## config.mk

```make
export PLATFORM = sky130hd
export DESIGN_NAME = booth_datapath
export DESIGN_NICKNAME = d
export VERILOG_FILES = /design/src/rtl/booth_datapath.sv
export SDC_FILE = /design/constraint.sdc
export NUM_CORES = 1
export LEC_CHECK = 0
export ABC_CLOCK_PERIOD_IN_PS = 2700
export CAP_MARGIN = 40
export CORE_UTILIZATION = 40
export CTS_CLUSTER_SIZE = 24
export DETAILED_ROUTE_END_ITERATION = 7
export PLACE_DENSITY = 0.66
export SYNTH_ARGS = -nofsm -noshare
export SYNTH_HDL_FRONTEND = slang
export SYNTH_SLANG_ARGS = --single-unit
```

## constraint.sdc

```tcl
create_clock -name clk -period 2.7 [get_ports clk]
set_input_delay 0.54 -clock clk [delete_from_list [all_inputs] [get_ports clk]]
set_output_delay 0.54 -clock clk [all_outputs]
set_load 0.01 [all_outputs]
```

## src/rtl/booth_datapath.sv

```systemverilog
// -----------------------------------------------------------------------------
// booth_datapath
//
// Datapath for a radix-2 Booth multiplier. An external controller sequences
// it through these registers:
//   M   : multiplicand (WIDTH bits)
//   Q   : multiplier / low half of the product (WIDTH bits)
//   A   : accumulator (WIDTH+1 bits, one guard sign bit)
//   qm1 : the q(-1) flip-flop
//   cnt : iteration counter (clog2(WIDTH)+1 bits)
//
// Optional feature: define BOOTH_DP_ERR_EN to add the sticky 'err' output.
// It flags a decr at count 0, or an ldA/sftA/sftQ while the count is 0 and
// ldcnt is low. Only rst or ldcnt clears it.
//
// Ports
//   clk                input   rising-edge clock
//   rst                input   synchronous active-high reset
//   data_in[WIDTH]     input   shared operand bus (M on ldM, Q on ldQ)
//   ldA/clrA/sftA      input   accumulator load add/sub result, clear, shift
//   ldQ/clrQ/sftQ      input   multiplier load, clear, shift
//   ldM                input   multiplicand load
//   clrff              input   clear q(-1)
//   addsub             input   1 = A+M, 0 = A-M (used on ldA)
//   ldcnt/decr         input   counter load WIDTH, decrement (saturates at 0)
//   q0                 output  Q[0]
//   qm1                output  q(-1)
//   eqz                output  counter == 0
//   err                output  sticky sequencing error (BOOTH_DP_ERR_EN only)
//   product[2*WIDTH]   output  {A[WIDTH-1:0], Q}
// -----------------------------------------------------------------------------
module booth_datapath #(
    parameter int WIDTH = 16
) (
    input  logic                 clk,
    input  logic                 rst,
    input  logic [WIDTH-1:0]     data_in,
    input  logic                 ldA,
    input  logic                 clrA,
    input  logic                 sftA,
    input  logic                 ldQ,
    input  logic                 clrQ,
    input  logic                 sftQ,
    input  logic                 ldM,
    input  logic                 clrff,
    input  logic                 addsub,
    input  logic                 ldcnt,
    input  logic                 decr,
    output logic                 q0,
    output logic                 qm1,
    output logic                 eqz,
`ifdef BOOTH_DP_ERR_EN
    output logic                 err,
`endif
    output logic [2*WIDTH-1:0]   product
);

    localparam int CW = $clog2(WIDTH) + 1;
    localparam logic [CW-1:0] CNT_LOAD = CW'(WIDTH);
    localparam logic [CW-1:0] CNT_ZERO = {CW{1'b0}};
    localparam logic [CW-1:0] CNT_ONE  = CW'(1);

    logic [WIDTH:0]   a_r;
    logic [WIDTH-1:0] q_r;
    logic [WIDTH-1:0] m_r;
    logic             qm1_r;
    logic [CW-1:0]    cnt_r;

    logic [WIDTH:0]   m_ext_s;
    logic [WIDTH:0]   addsub_s;
    logic             cnt_zero_s;

    // Add/subtract of the sign-extended multiplicand; the guard bit keeps
    // -2^(WIDTH-1) operands representable, carry-out is dropped.
    always_comb begin
        m_ext_s  = {m_r[WIDTH-1], m_r};
        addsub_s = {(WIDTH+1){1'b0}};
        if (addsub) begin
            addsub_s = a_r + m_ext_s;
        end else begin
            addsub_s = a_r - m_ext_s;
        end
    end

    assign cnt_zero_s = (cnt_r == CNT_ZERO);

    // Accumulator: clear > load > arithmetic shift right.
    always_ff @(posedge clk) begin
        if (rst) begin
            a_r <= {(WIDTH+1){1'b0}};
        end else if (clrA) begin
            a_r <= {(WIDTH+1){1'b0}};
        end else if (ldA) begin
            a_r <= addsub_s;
        end else if (sftA) begin
            a_r <= {a_r[WIDTH], a_r[WIDTH:1]};
        end else begin
            a_r <= a_r;
        end
    end

    // Multiplier: clear > load > shift; A[0] (pre-edge) enters the MSB
    // whether or not A itself shifts this cycle.
    always_ff @(posedge clk) begin
        if (rst) begin
            q_r <= {WIDTH{1'b0}};
        end else if (clrQ) begin
            q_r <= {WIDTH{1'b0}};
        end else if (ldQ) begin
            q_r <= data_in;
        end else if (sftQ) begin
            q_r <= {a_r[0], q_r[WIDTH-1:1]};
        end else begin
            q_r <= q_r;
        end
    end

    // Multiplicand register.
    always_ff @(posedge clk) begin
        if (rst) begin
            m_r <= {WIDTH{1'b0}};
        end else if (ldM) begin
            m_r <= data_in;
        end else begin
            m_r <= m_r;
        end
    end

    // q(-1) flip-flop: clear > capture of Q[0] on a Q shift.
    always_ff @(posedge clk) begin
        if (rst) begin
            qm1_r <= 1'b0;
        end else if (clrff) begin
            qm1_r <= 1'b0;
        end else if (sftQ) begin
            qm1_r <= q_r[0];
        end else begin
            qm1_r <= qm1_r;
        end
    end

    // Iteration counter: load > decrement, saturating at zero.
    always_ff @(posedge clk) begin
        if (rst) begin
            cnt_r <= CNT_ZERO;
        end else if (ldcnt) begin
            cnt_r <= CNT_LOAD;
        end else if (decr && !cnt_zero_s) begin
            cnt_r <= cnt_r - CNT_ONE;
        end else begin
            cnt_r <= cnt_r;
        end
    end

`ifdef BOOTH_DP_ERR_EN
    logic err_r;

    // Sticky sequencing error; a fresh ldcnt starts a new operation cleanly.
    always_ff @(posedge clk) begin
        if (rst) begin
            err_r <= 1'b0;
        end else if (ldcnt) begin
            err_r <= 1'b0;
        end else if (cnt_zero_s && (decr || ldA || sftA || sftQ)) begin
            err_r <= 1'b1;
        end else begin
            err_r <= err_r;
        end
    end

    assign err = err_r;
`endif

    assign q0      = q_r[0];
    assign qm1     = qm1_r;
    assign eqz     = cnt_zero_s;
    assign product = {a_r[WIDTH-1:0], q_r};

endmodule

```

* Yosys cells after proc, flatten, opt, wreduce, memory -nomap -nowiden *
Index checks and enable logic that the tools add are counted.

cells by class
  reductions and logical operators = 10
  mux-type cells = 7
  add/subtract/negate cells = 3

operators by type and width
  cell                   count
  $mux W16               3
  $mux W17               2
  $add A17 B17 Y17       1
  $sub A17 B17 Y17       1
  $mux W5                2
  $reduce_or A2 Y1       4
  $reduce_bool A2 Y1     3
  $logic_not A5 Y1       1
  $sub A5 B1 Y5 const B  1
  $logic_and A1 B1 Y1    1
  $logic_not A1 Y1       1

storage, ports and cells
  register bits after elaboration = 55
  input port bits = 29
  word-level logic and storage cells = 27
  output and inout port bits = 35

* Longest topological paths before layout *
Gate-level depths: netlist of the first run.

  word-level depth = 5
  depth in mapped cells = 14
  mapped depth without buffers = 13

* Worst setup path after synthesis of the first run *
OpenSTA, ideal clock, no wires.

  path kind = register to register
  start point = register m_r[2]
  end point = register a_r[16]
  setup time = 70 ps
  data required time = 2,630 ps
  setup slack = -316 ps
  arrival = 2,945 ps
  stages on the path, launching flop included = 15
  period minus slack after synthesis = 3,016 ps
  cells stage by stage = dfxtp_1 > or4_1 > nor2_1 > nand2_1 > nor2_1 > a21oi_1 > xor2_1 > ha_1 > clkbuf_1 > nand4_1 > nor3_1 > o211ai_1 > and4_4 > or3_1 > a21oi_1

between the ends
  longest elaborated chain between the ends = 3
  elaborated cells on any way between the ends = 4
  classes of those cells = add/sub: 2; mux: 2

RTL lines
  item                                                         line    RTL
  from (decl)                                                  65      logic [WIDTH-1:0] m_r;
  from (signal assigned)                                       121     m_r <= {WIDTH{1'b0}};
  from (signal assigned)                                       123     m_r <= data_in;
  from (signal assigned)                                       125     m_r <= m_r;
  $sub A17 B17 Y17 / $add A17 B17 Y17 (equally long branches)  81, 79
  $mux W17 *                                                   78      if (addsub) begin
  $mux W17 *                                                   93      end else if (ldA) begin
  to (signal assigned)                                         92      a_r <= {(WIDTH+1){1'b0}};
  to (signal assigned)                                         94      a_r <= addsub_s;
  to (signal assigned)                                         96      a_r <= {a_r[WIDTH], a_r[WIDTH:1]};
  to (decl)                                                    63      logic [WIDTH:0] a_r;

Every way passes the cells marked *; elsewhere a longest branch is shown, timed or not. The select of a mux whose other input is x is not followed.
A chain may end at the register's enable or synchronous reset.

* Final worst setup path of the first run *
  start point = register m_r[5]
  end point = register a_r[16]

The elaborated chain is that of the path after synthesis.

==> results.sh, run 1 <==
export IMPL_timing_slew_headroom_pct=69.9
export IMPL_power_density_nw_per_um2=467
export IMPL_grt_pass1_vias=3218
export IMPL_grt_busiest_layer="met2"
export IMPL_status="finished with violations"
export IMPL_cts_path_max_buffers=2
export IMPL_crit_type="flip-flop to flip-flop"
export IMPL_area_growth_pct=43.0
export IMPL_synth_most_common_cell="nor2_1"
export IMPL_tritoncts="done"
export IMPL_maxSlewViolCount=0
export IMPL_async_flop_share_pct=0
export IMPL_synth_area_um2=3560
export IMPL_cellLeakagePower_uw=0.00218
export IMPL_drive_above_1_share_pct=26.3
export IMPL_setup_slack_ps=-386
export IMPL_arrival_ps=3350
export IMPL_fin_util_pct=58.6
export IMPL_drtIter0Drc=55
export IMPL_ys_ff_latch=55
export IMPL_skew_ps=4.65
export IMPL_cp_required_ps=2960
export IMPL_vdd_drop_max_mv=0.318
export IMPL_synthesis_nets=480
export IMPL_design_area_um2=5080
export IMPL_clk_pin_slew_ps=110
export IMPL_synth_top_cell_area_share_pct=31.0
export IMPL_vias=3298
export IMPL_hold_viol_final=0
export IMPL_wirelength_um=9130
export IMPL_grt_met1_usage_pct=27.5
export IMPL_ff2ff_path_depth=12
export IMPL_min_delay_start="qm1$_SDFFE_PP0P_"
export IMPL_dp_final_hpwl_um=6830
export IMPL_ys_types=43
export IMPL_crit_path_end_kind="flip-flop"
export IMPL_ys_warn_count=0
export IMPL_total_power_uw=2370
export IMPL_yosysSeqAreaShare_pct=31.0
export IMPL_grt_max_degree=33
export IMPL_antenna_found_initial=0
export IMPL_synth_commonest_cells="nor2_1, dfxtp_1, a21oi_1"
export IMPL_synth_edf_count=0
export IMPL_htreeDepth=2
export IMPL_place_congestion=0.911
export IMPL_synth_area_leaders="dfxtp_1, mux2i_1, nor2_1"
export IMPL_ant_nets=0
export IMPL_place_area_um2=4630
export IMPL_violations="setup timing"
export IMPL_synth_ff_type="dfxtp_1"
export IMPL_setup_viol_count_final=6
export IMPL_grt_use_total_pct=20.8
export IMPL_grt_met2_usage_pct=34.4
export IMPL_rr_startpoint="m_r[5]$_SDFFE_PP0P_"
export IMPL_rsz0062_at_grt="yes"
export IMPL_whs_endpoint="qm1$_SDFFE_PP0P_"
export IMPL_row_count=34
export IMPL_rr_endpoint="a_r[16]$_SDFFE_PP0P_"
export IMPL_period_share_pct=114
export IMPL_whs_path_depth=2
export IMPL_design_die_area_um2=9270
export IMPL_min_path_type="flip-flop to flip-flop"
export IMPL_io_pins=64
export IMPL_die_w_um=96.3
export IMPL_drt_wirelength_per_cell_um=14.2
export IMPL_grt_pass1_wl_um=14900
export IMPL_drt_pass1_iter_count=4
export IMPL_pre_cts_ws_ps=-434
export IMPL_yosysTopAreaCell="dfxtp_1"
export IMPL_vias_per_cell=5.12
export IMPL_period_needed_ps=3090
export IMPL_gr_total_overflow=0
export IMPL_start_kind="flip-flop"
export IMPL_core_region_area_um2=8680
export IMPL_cts_root_buf="clkbuf_8"
export IMPL_cap_violations=0
export IMPL_critPathMaxFanout=3
export IMPL_avgSynthCellArea_um2=8.27
export IMPL_die_h_um=96.3
export IMPL_num_nets_final=585
export IMPL_clock_sinks=55
export IMPL_worstMarginPinSlew_ps=445
export IMPL_r2r_slack_ps=-390
export IMPL_drc=0
export IMPL_fmax_mhz=324
export IMPL_fin_setup_tns_ps=-1430
export IMPL_cts_buffers=5
export IMPL_place_port_buffers=63
export IMPL_netlist_instances=430
export IMPL_n_antenna_cell=0
export IMPL_start_util_pct=41.0
export IMPL_clkLatencyLatePin_ps=320
export IMPL_globalRouteMet3Util_pct=3.95
-- worst max-delay path by stage --
stage / start / to / slack [ps] / cells past startpoint
finish: m_r[5]$_SDFFE_PP0P_ / a_r[16]$_SDFFE_PP0P_ / -390 / 12
global route: m_r[5]$_SDFFE_PP0P_ / a_r[16]$_SDFFE_PP0P_ / -520 / 11
CTS: m_r[5]$_SDFFE_PP0P_ / a_r[16]$_SDFFE_PP0P_ / -350 / 11
detailed placement: addsub / a_r[16]$_SDFFE_PP0P_ / -430 / 11
global placement: addsub / a_r[16]$_SDFFE_PP0P_ / -370 / 11
floorplan: m_r[5]$_SDFFE_PP0P_ / a_r[16]$_SDFFE_PP0P_ / -130 / 11
-- worst max-delay path, cell delays in order, from the launching register on --
cell,delay [ps]
dfxtp_2,330
or4_4,570
nor4b_4,320
buf_4,180
a21oi_2,60
xor2_2,160
ha_1,320
nand2_2,90
nor3_2,210
o211ai_1,150
and4_4,210
or3_1,300
a21oi_1,120
-- through the flow --
step / hold slack, ps / cells
3_3_place_gp: 506 / 626
3_5_place_dp: 518 / 626
6_report: 528 / 644
5_1_grt: 560 / 644
4_1_cts: 535 / 640
2_1_floorplan: 484 / 430
-- sequential cells by signal, summed over array words and instances (netlist names) --
register	count
a_r	17
cnt_r	5
m_r	16
q_r	16
qm1	1
-- per-layer routing --
metal	wire [um]	part of all wire (%)
met5	0	0
met3	316	3.5
met4	104	1.1
met2	4090	45
met1	4630	51
-- what timing repair did --
action | 4_1_cts | 5_1_grt
endpoints found under the setup margin | 9 | 11
gates resized for setup | 24 | 34
pin swaps | 18 | 28
hold buffers | 0 | 0
cloned | 0 | 0
buffers inserted | 6 | 4
-- cell usage in the layout (no fill, tap or decap), types with 3 or more instances in the layout --
| master | Yosys | routed |
|---|---|---|
| o21ai_0 | 17 | 10 |
| mux2_2 | 8 | 7 |
| a21oi_1 | 48 | 36 |
| buf_6 | 0 | 7 |
| o211ai_1 | 3 | 3 |
| clkdlybuf4s50_1 | 0 | 63 |
| nor2_1 | 73 | 69 |
| nor3_1 | 11 | 10 |
| xor2_1 | 20 | 19 |
| dfxtp_1 | 55 | 53 |
| inv_1 | 16 | 15 |
| nand4_1 | 3 | 3 |
| ha_1 | 20 | 20 |
| nand2_2 | 0 | 5 |
| nand2_1 | 14 | 9 |
| mux2i_1 | 39 | 39 |
| xnor2_2 | 0 | 3 |
| nand3_1 | 4 | 4 |
| a211oi_2 | 0 | 3 |
| a21oi_2 | 0 | 9 |
| buf_4 | 17 | 65 |
| nor2b_1 | 5 | 5 |
| xnor2_1 | 11 | 8 |
| clkbuf_8 | 0 | 5 |
| a21oi_4 | 0 | 3 |
| a211oi_1 | 15 | 12 |
| o21ai_2 | 0 | 3 |
-- layout make-up --
| class | count | area (um2) |
|---|---|---|
| inverters | 16 | 60.1 |
| well taps | 108 | 135 |
| multi-input cells | 322 | 2470 |
| flip-flops and latches | 55 | 1100 |
| clock inverters | 3 | 50.0 |
| clock buffers | 5 | 68.8 |
| repair buffers | 135 | 1200 |
| fillers | 813 | 3590 |
-- logic make-up (layout without fill, tap and decap cells) --
logic type,after synthesis,count (layout),synth area share [%]
AO/OA/AOI/OAI,99,99,16.6
XOR/XNOR,31,31,7.64
adder cells (fa/ha/maj),21,21,7.60
buffers and inverters,53,159,7.42
flip-flops,55,55,31.0
multiplexers,47,47,13.5
AND/OR/NAND/NOR,124,124,16.3
-- where the power goes --
group	leakage [uW]	total [uW]	internal, uW	switching [uW]
combinational	0.00167	879	461	418
sequential	0.000451	898	854	44.3
clock	0.0000607	597	287	310
total	0.00218	2370	1600	772
Power figures use the tool's default switching activity.
==> run 2, diff against run 1 <==
- CAP_MARGIN: 40 -> 30
- SLEW_MARGIN: default -> 25
==> results of run 2 <==
No change in the layout: final DEF, timing and power equal those of run 1.
==> run 3, diff against run 2 <==
- PLACE_DENSITY: 0.66 -> 0.77
==> run 3 against run 2 <==
Net effect: the run still ends with setup timing left; sequential cell count did not move; fmax rose by 1.5%; die area did not move; hold slack got worse by 1.6 ps; critical path depth rose by 1; clock skew rose by 10 ps; critical path type unchanged; critical endpoint unchanged; largest power group unchanged; highest routed layer unchanged.
==> results.sh, run 3 (synthesis gave the netlist of run 1 again) <==
export IMPL_status="finished with violations"
export IMPL_violations="setup timing"
export IMPL_power_density_nw_per_um2=467
export IMPL_gr_total_overflow=0
export IMPL_num_nets_final=585
export IMPL_design_die_area_um2=9270
export IMPL_cp_num_buf_inv=0
export IMPL_min_path_type="flip-flop to flip-flop"
export IMPL_power_internal_uw=1590
export IMPL_worstMarginPinSlew_ps=469
export IMPL_final_common_cell="nor2_1"
export IMPL_p_comb_share_pct=36.0
export IMPL_start_util_pct=41.0
export IMPL_clock_sinks=55
export IMPL_drt_pass1_iter_count=5
export IMPL_fmax_mhz=329
export IMPL_rsz0062_at_grt="yes"
export IMPL_htreeDepth=2
export IMPL_row_count=34
export IMPL_cts_root_buf="clkbuf_8"
export IMPL_antenna_found_initial=0
export IMPL_critPathMaxFanout=4
export IMPL_timing_slew_headroom_pct=68.7
export IMPL_setup_slack_ps=-341
export IMPL_fin_setup_tns_ps=-1480
export IMPL_clkLatencyLatePin_ps=320
export IMPL_pre_cts_ws_ps=-415
export IMPL_p_sw_share_pct=31.9
export IMPL_cts_buffers=5
export IMPL_arrival_ps=3280
export IMPL_largest_reg_flops=17
export IMPL_cap_violations=0
export IMPL_period_share_pct=113
export IMPL_instances_no_fill=644
export IMPL_dp_cells=626
export IMPL_cp_slowest_cell="or4_4"
export IMPL_place_port_buffers=63
export IMPL_period_needed_ps=3040
export IMPL_wirelength_um=9280
export IMPL_start_kind="flip-flop"
export IMPL_die_w_um=96.3
export IMPL_reg_top3="a_r (17), m_r (16), q_r (16)"
export IMPL_path_delay_family="simple AND/OR/NAND/NOR gates"
export IMPL_skew_ps=14.6
export IMPL_cellLeakagePower_uw=0.00216
export IMPL_grt_max_degree=33
export IMPL_drtIter0Drc=62
export IMPL_slowest_delay_ps=570
export IMPL_place_congestion=0.852
export IMPL_crit_path_end_kind="flip-flop"
export IMPL_grt_use_total_pct=20.6
export IMPL_layout_common_cells="nor2_1, buf_4, clkdlybuf4s50_1"
export IMPL_area_growth_pct=40.0
export IMPL_die_h_um=96.3
export IMPL_crit_type="flip-flop to flip-flop"
export IMPL_n_antenna_cell=0
export IMPL_grt_pass1_vias=3271
export IMPL_core_region_area_um2=8680
export IMPL_power_switching_uw=742
export IMPL_cts_path_max_buffers=2
export IMPL_regMostFlops="a_r"
export IMPL_drt_wirelength_per_cell_um=14.4
export IMPL_drive_above_1_share_pct=23.9
export IMPL_maxSlewViolCount=0
export IMPL_ant_nets=0
export IMPL_io_pins=64
export IMPL_vias=3390
export IMPL_seq_area_um2=1100
export IMPL_setup_viol_count_final=8
export IMPL_multiInputGateArea_um2=2360
export IMPL_vias_per_cell=5.26
export IMPL_tritoncts="done"
export IMPL_dp_final_hpwl_um=6900
export IMPL_hold_viol_final=0
export IMPL_fillers=806
export IMPL_p_seq_share_pct=38.6
export IMPL_grt_pass1_wl_um=15000
export IMPL_clk_pin_slew_ps=100
export IMPL_p_clk_share_pct=25.4
export IMPL_cp_required_ps=2940
export IMPL_vdd_drop_max_mv=0.317
export IMPL_drc=0
export IMPL_cp_cell_sequence="or4_4 -> nor2_4 -> nand2_2 -> nor2_4 -> a21oi_1 -> xor2_1 -> ha_1 -> nand4_1 -> nor3_2 -> o211ai_1 -> a211oi_1 -> o21ai_0 -> a21oi_1"
run 3: final cells by class:
cell class | count | area share, %
clock buffers | 5 | 1.38
clock inverters | 3 | 1.01
inverters | 16 | 1.21
multi-input cells | 322 | 47.4
flip-flops and latches | 55 | 22.2
well taps | 108 | 2.71
repair buffers | 135 | 24.1
run 3: per-stage QoR:
step	hold slack, ps	area (um2)	total power [uW]	utilization [%]
after floorplan	484	3610	1350	-
after global placement	506	4640	1640	53.5
after detailed placement	512	4640	1660	53.5
after CTS	527	4850	2280	55.9
after global routing	595	4980	2450	57.4
final	526	4980	2330	57.4
run 3: path summary, 6_finish.rpt:
check / end / cells past startpoint / startpoint / slack (ps)
max: a_r[16]$_SDFFE_PP0P_ / 13 / m_r[5]$_SDFFE_PP0P_ / -340
min: cnt_r[1]$_SDFFE_PP0P_ / 2 / cnt_r[1]$_SDFFE_PP0P_ / 530
max reg2reg: a_r[16]$_SDFFE_PP0P_ / 13 / m_r[5]$_SDFFE_PP0P_ / -340
min reg2reg: cnt_r[1]$_SDFFE_PP0P_ / 2 / cnt_r[1]$_SDFFE_PP0P_ / 530
run 3: timing repair:
item | 4_1_cts | 5_1_grt
pin swaps | 13 | 13
endpoints found under the hold margin | 0 | 0
gates cloned | 0 | 0
setup endpoints to repair | 8 | 11
gates resized for setup | 14 | 21
hold buffers | 0 | 0
setup buffers | 5 | 5
run 3: power by group through the flow:
stage                     sequential (uW)  combinational [uW]  clock [uW]
after floorplan                       912                 441           0
after global placement                914                 728           0
after detailed placement              916                 743           0
after CTS                             898                 790         595
after global routing                  904                 916         631
final                                 899                 839         590
run 3: worst min-delay path, cell delays in order, from the launching register on:
cell       delay [ps]
dfxtp_1           330
nor2_1             90
a2111oi_0          60
run 3: routing by layer:
| metal | global-route usage [%] | vias to the layer above | part of all wire [%] |
|---|---|---|---|
| li1 | - | 1704 | - |
| met2 | 34.4 | 104 | 46 |
| met1 | 27.5 | 1570 | 48 |
| met5 | 0 | - | 0 |
| met4 | 4.35 | 0 | 1.2 |
| met3 | 3.55 | 12 | 4.5 |
